$ cat src/rtl/pwm_peripheral.sv
// Five-register write-only control bank feeding a shared 8-bit PWM generator.
// Sixteen output pins: forced low, forced high, or driven by the PWM waveform.
module pwm_peripheral #(
  parameter int unsigned CLK_DIV     = 13,
  parameter logic [7:0]  MAX_ADDRESS = 8'h04
) (
  input  logic        clk,
  input  logic        rst,
  input  logic        wr_valid,
  output logic        wr_ready,
  input  logic [6:0]  wr_addr,
  input  logic [7:0]  wr_data,
  output logic        wr_err,
  output logic [15:0] out,
  output logic        pwm_period_start
);

  localparam int unsigned   PW       = (CLK_DIV > 1) ? $clog2(CLK_DIV) : 1;
  localparam logic [PW-1:0] PRE_LAST = PW'(CLK_DIV - 1);

  typedef enum logic [6:0] {
    REG_OUT_LO = 7'h00,
    REG_OUT_HI = 7'h01,
    REG_PWM_LO = 7'h02,
    REG_PWM_HI = 7'h03,
    REG_DUTY   = 7'h04
  } reg_addr_e;

  logic [15:0]   en_out;
  logic [15:0]   en_pwm;
  logic [7:0]    duty_reg;
  logic [7:0]    duty_active;
  logic [PW-1:0] prescaler;
  logic [7:0]    pwm_cnt;

  logic tick;
  logic boundary;
  logic accept;
  logic addr_bad;
  logic pwm_sig;

  always_comb begin
    wr_ready = ~rst;
    accept   = wr_valid & wr_ready;
    addr_bad = {1'b0, wr_addr} > MAX_ADDRESS;
    tick     = (prescaler == PRE_LAST);
    boundary = tick && (pwm_cnt == 8'hFF);
    pwm_sig  = (duty_active == 8'hFF) || (pwm_cnt < duty_active);
  end

  // duty_active samples duty_reg before this edge's write lands, so a duty
  // write coinciding with the boundary only takes effect one period later.
  always_ff @(posedge clk) begin
    if (rst) begin
      en_out           <= '0;
      en_pwm           <= '0;
      duty_reg         <= '0;
      duty_active      <= '0;
      prescaler        <= '0;
      pwm_cnt          <= '0;
      out              <= '0;
      wr_err           <= 1'b0;
      pwm_period_start <= 1'b0;
    end else begin
      prescaler        <= tick ? '0 : prescaler + PW'(1);
      pwm_period_start <= boundary;
      wr_err           <= accept & addr_bad;
      if (tick)
        pwm_cnt <= pwm_cnt + 8'd1;
      if (boundary)
        duty_active <= duty_reg;
      if (accept && !addr_bad) begin
        case (wr_addr)
          REG_OUT_LO: en_out[7:0]  <= wr_data;
          REG_OUT_HI: en_out[15:8] <= wr_data;
          REG_PWM_LO: en_pwm[7:0]  <= wr_data;
          REG_PWM_HI: en_pwm[15:8] <= wr_data;
          REG_DUTY:   duty_reg     <= wr_data;
          default:    ;
        endcase
      end
      out <= en_out & (~en_pwm | {16{pwm_sig}});
    end
  end

endmodule

$ cat config.mk
export PLATFORM = sky130hd
export DESIGN_NAME = pwm_peripheral
export DESIGN_NICKNAME = d
export VERILOG_FILES = /design/src/rtl/pwm_peripheral.sv
export SDC_FILE = /design/constraint.sdc
export NUM_CORES = 1
export LEC_CHECK = 0
export CAP_MARGIN = 10
export CELL_PAD_IN_SITES_DETAIL_PLACEMENT = 0
export CELL_PAD_IN_SITES_GLOBAL_PLACEMENT = 1
export CORE_MARGIN = 3
export CORE_UTILIZATION = 38
export CTS_CLUSTER_DIAMETER = 120
export DETAILED_ROUTE_END_ITERATION = 8
export HOLD_SLACK_MARGIN = 0.02
export PLACE_DENSITY_LB_ADDON = 0.2
export SYNTH_ARGS = -nofsm -noshare
export SYNTH_HDL_FRONTEND = slang
export SYNTH_SLANG_ARGS = --single-unit
$ cat constraint.sdc
create_clock -name clk -period 2 [get_ports clk]
set_input_delay 0.4 -clock clk [delete_from_list [all_inputs] [get_ports clk]]
set_output_delay 0.4 -clock clk [all_outputs]
set_load 0.05 [all_outputs]
# After elaboration in Yosys (flattened, before gate mapping)
# Cells that the tools add are included.
[op_classes]
add_sub_neg = 2
order_cmp = 2
eq_ne = 7
bitwise = 6
reduce_logical = 11
[op_table]
columns = ["cell", "n"]
rows = [
  ["AND 16 bit", 1],
  ["== test 8 bit (second input constant)", 2],
  ["inverter 16 bit", 1],
  ["OR 16 bit", 1],
  ["== test 7 x 2 -> 1 bit (second input constant)", 2],
  ["AND reduction 2 bit", 5],
  ["adder 8 x 1 -> 8 bit (second input constant)", 1],
  ["< comparator 8 bit", 1],
  ["== test 7 x 1 -> 1 bit (second input constant)", 1],
  ["== test 7 x 3 -> 1 bit (second input constant)", 1],
  ["> comparator 7 x 3 -> 1 bit (second input constant)", 1],
  ["logical NOT 7 bit", 1],
  ["adder 4 x 1 -> 4 bit (second input constant)", 1],
  ["== test 4 bit (second input constant)", 1],
  ["AND 1 bit", 2],
  ["logical AND 1 bit", 2],
  ["OR reduction 2 bit", 1],
  ["logical NOT 1 bit", 1],
  ["logical OR 1 bit", 1],
  ["inverter 1 bit", 1],
]
[totals]
reg_bits = 78
elab_cells = 39

# Depth between registers and ports, before layout
[depth]
ltp_word = 4
depth_mapped = 7
depth_no_buf = 6

# Worst setup path after synthesis
# No wires, ideal clock.
[synth_path]
kind = "input port to flip-flop"
from = "input wr_addr[5]"
to = "register duty_reg[0]"
setup_time_ns = 0.128
arrival_time_ns = 1.935
required_time_ns = 1.872
setup_slack_ns = -0.063
cell_stages = 6
cell_sequence = "or4_4 > buf_6 > or4_1 > buf_2 > mux2i_1 > nor2_1"
[synth_between]
elab_chain_cells = 4
elab_cells_between_ends = 5
[synth_lines]
columns = ["item", "line", "source"]
rows = [
  ["start: declaration", "11", "input logic [6:0] wr_addr,"],
  ["> comparator 7 x 3 -> 1 bit", "45", "addr_bad = {1'b0, wr_addr} > MAX_ADDRESS;"],
  ["logical NOT 1 bit", "72", "if (accept && !addr_bad) begin"],
  ["logical AND 1 bit", "72", ""],
  ["AND reduction 2 bit (no source line) *", "-", ""],
  ["end signal: assignment", "78", "REG_DUTY: duty_reg <= wr_data;"],
  ["end: declaration", "31", "logic [7:0] duty_reg;"],
]
# Every way passes the cells marked *; elsewhere a longest branch is shown, timed or not.
# A chain may end at the register's enable or synchronous reset.

# Final worst setup path
[layout_path]
from = "input wr_addr[5]"
to = "register en_pwm[4]"
[layout_between]
elab_chain_cells = 4
elab_cells_between_ends = 5
[layout_lines]
columns = ["item", "line", "source"]
rows = [
  ["> comparator 7 x 3 -> 1 bit", "45", ""],
  ["logical NOT 1 bit", "72", ""],
  ["logical AND 1 bit", "72", ""],
  ["AND reduction 2 bit (no source line) *", "-", ""],
  ["end signal: assignment", "76", "REG_PWM_LO: en_pwm[7:0] <= wr_data;"],
  ["end: declaration", "30", "logic [15:0] en_pwm;"],
]
# Marked as above.

==> key figures <==
Timing
  – Unrepaired setup endpoints after global routing: no
  – Final setup fails: 0
  – Relative slew slack: between 60% and 70%
  – Final hold violations: 0
  – Tightest Pin Transition: ~0.56 ns
  – Clk_skew: 0.00864 ns
  – Setup TNS: 0 ns
  – Tmin final: roughly 1.9 ns
  – Fmax: roughly 520 MHz
  – Slew Limit Fails: 0
  – Tcrit/Tclk final: between 90 and 100%

CTS
  – H-tree levels: 3
  – Num CTS Buffers: 9
  – CTS Hold Bufs: 0
  – CTS tree: built
  – CTS sink count: 78
  – Root buffer cell: clkbuf_8
  – Clock transition at path regs: about 0.080 ns
  – Later-pin clock latency in the skew report: between 0.3 and 0.4 ns
  – Bufs on Longest Clock Path: 2

Layout
  – Multi-input logic area: 1330 um2
  – Commonest non-fill, non-tap cell in the layout: dfxtp_1
  – Layout filler cell count: roughly 700
  – Biggest regs: en_out (16), en_pwm (16), out (16)
  – Synth-to-Final Area Change: 29.6%
  – Ant diodes: 0
  – Layout cells sized above 1: roughly an eighth
  – Sequential Area: ~1600 um2
  – Most frequent cells in the layout: dfxtp_1, nor2_1, mux2i_1, clkdlybuf4s50_1, nand2_1
  – Final nets: around 390

GRT
  – Grt total ovfl: 0
  – Total global-route track usage: approximately 15%
  – Number of global-route vias before repair: ~2200
  – Largest net degree at the start of global routing: 46
  – Initial antenna violation count: 0
  – First-pass GRT wire length: between 10 and 15 mm

Logic synthesis
  – Fraction of registers with async set/reset: 0%
  – Sequential cell area fraction in the yosys report: 52.2%
  – Post-Syn Area: approximately 3000 um2
  – Post-synth top flop: dfxtp_1
  – Mapped Cells: approximately 300
  – Avg Cell Area, Syn: slightly below 10 um2
  – Synth Net Count: ~340
  – Synth Warn #: 0
  – Post-synth EDFFs: 0
  – Yosys reg bits: 78
  – Distinct cells, synth: 36

Floorplanning
  – Initial Util: between 40 and 50%
  – Die width: ~95 um
  – Core Box Area: around 7400 um2
  – Floorplan row count: 31
  – Full die area: roughly 9000 um2
  – Io pins: 37
  – Die height: 94.7 um

Worst setup path
  – Worst setup path class: input pin to flop
  – R2R Setup Slk: ~0.19 ns
  – RR Startpoint: duty_active[1]$_SDFFE_PP0P_
  – CP startpoint: wr_addr[5]
  – CP Max Fanout: 8
  – Worst setup path endpoint: en_pwm[4]$_SDFFE_PP0P_
  – Worst-case reg-to-reg path depth: 6
  – CP arrival: approximately 2.1 ns
  – Startpoint types: input pin
  – Critical Path RT: between 2 and 2.5 ns
  – Critical path capture point type: flop
  – Terminus of the critical flop-to-flop path: out[14]$_SDFF_PP0_

Placed design
  – # port buffers: 36
  – Final RePlAce weighted congestion: around 0.8
  – DP HPWL: 4.27 mm

Power and ir drop
  – Lkg Pwr: 1.47 nW
  – Pwr Total: roughly 3.1 mW
  – Pwr/cell area: 808 nW/um2
  – Peak supply drop: around 0.54 mV

Detailed routing
  – Vias per std cell: 4.80
  – DRT Pass-1 Iters: 4
  – Via Count: ~2200
  – Drt total wl: 6.18 mm
  – Drt wl/cell: roughly 13 um
  – DRC: 0
  – Iter 0 DRT Violations: 73
  – Final ANT Viol Nets: 0

Min path
  – HP Class: flop to flop

Run status
  – Status: complete, no violations

Job
  – Max-capacitance violation count: 0
## critical path, stage by stage
cell and delay (ns):
clkdlybuf4s50_1 0.39, or4_4 0.44, buf_8 0.16, nor4_4 0.30, buf_12 0.18, mux2i_2 0.20
nor2_1 0.05
## synthesized netlist by cell type (2+ instances only)
master | number | area share [%]
o21ai_1 | 7 | 1.2
xnor2_1 | 5 | 1.5
nand2_1 | 31 | 3.9
inv_1 | 11 | 1.4
nand2b_1 | 3 | 0.63
or4_1 | 2 | 0.50
nand3_1 | 7 | 1.2
dfxtp_1 | 78 | 52
mux2i_1 | 33 | 11
nor3_1 | 5 | 0.84
a21oi_1 | 22 | 3.7
o21ai_0 | 13 | 2.2
nor4_4 | 4 | 2.8
ha_1 | 10 | 4.2
or3_1 | 2 | 0.42
clkbuf_1 | 12 | 1.5
nor2_1 | 41 | 5.1
nand4_1 | 5 | 1.0
## layer usage
layer  wire length [um]  vias to the layer above  track usage (%)
li1                   -                     1152                -
met1               2960                     1021             20.8
met2               2850                       34             24.1
met3                254                        9             2.87
met4                106                        0             6.49
met5                  0                        -                0
## repair_timing
action,CTS,global route
endpoints found under the setup margin,0,15
resized for setup,0,6
buffers inserted,0,0
## stage by stage
stage | setup slack (ns) | instances | hold WS (ns) | instance area [um2] | util (%)
3_3_place_gp | -0.335 | 446 | 0.416 | 3610 | 48.5
6_report | 0.0847 | 462 | 0.423 | 3870 | 52.0
2_1_floorplan | -0.0286 | 309 | 0.403 | 3010 | -
4_1_cts | 0.00613 | 462 | 0.422 | 3860 | 51.8
5_1_grt | 0.0110 | 462 | 0.453 | 3870 | 52.0
3_5_place_dp | -0.361 | 446 | 0.415 | 3610 | 48.5
## area by class of cell
type,instances,share of cell area (%)
clock inverter,5,2.74
multi-input combinational,204,34.4
tap,99,3.20
sequential,78,40.3
inverter,12,1.16
timing repair buffer,53,14.5
clock buffer,11,3.65
## cell families after synthesis
logic type	after synthesis	synth area share [%]
AO/OA/AOI/OAI	47	8.45
XOR/XNOR	6	1.76
adder cells (fa/ha/maj)	10	4.18
buffers and inverters	27	3.68
flip-flops	78	52.2
multiplexers	33	11.0
AND/OR/NAND/NOR	108	18.7
## how the worst min path moves through the flow
stage	from	end	cells after the start	slack [ns]
6_report	en_pwm[3]$_SDFFE_PP0P_	out[3]$_SDFF_PP0_	1	0.42
2_1_floorplan	en_pwm[11]$_SDFFE_PP0P_	out[11]$_SDFF_PP0_	1	0.40
3_3_place_gp	en_pwm[4]$_SDFFE_PP0P_	out[4]$_SDFF_PP0_	1	0.42
3_5_place_dp	en_pwm[3]$_SDFFE_PP0P_	out[3]$_SDFF_PP0_	1	0.41
4_1_cts	en_pwm[3]$_SDFFE_PP0P_	out[3]$_SDFF_PP0_	1	0.42
5_1_grt	en_pwm[13]$_SDFFE_PP0P_	out[13]$_SDFF_PP0_	1	0.45
## where the power goes
group | leakage, nW | switching, mW | total, mW | internal, mW
registers | 0.629 | 0.00568 | 1.56 | 1.56
logic | 0.725 | 0.0790 | 0.140 | 0.0609
clock network | 0.120 | 0.562 | 1.43 | 0.866
Note: power is estimated with default switching activity, not from simulation.
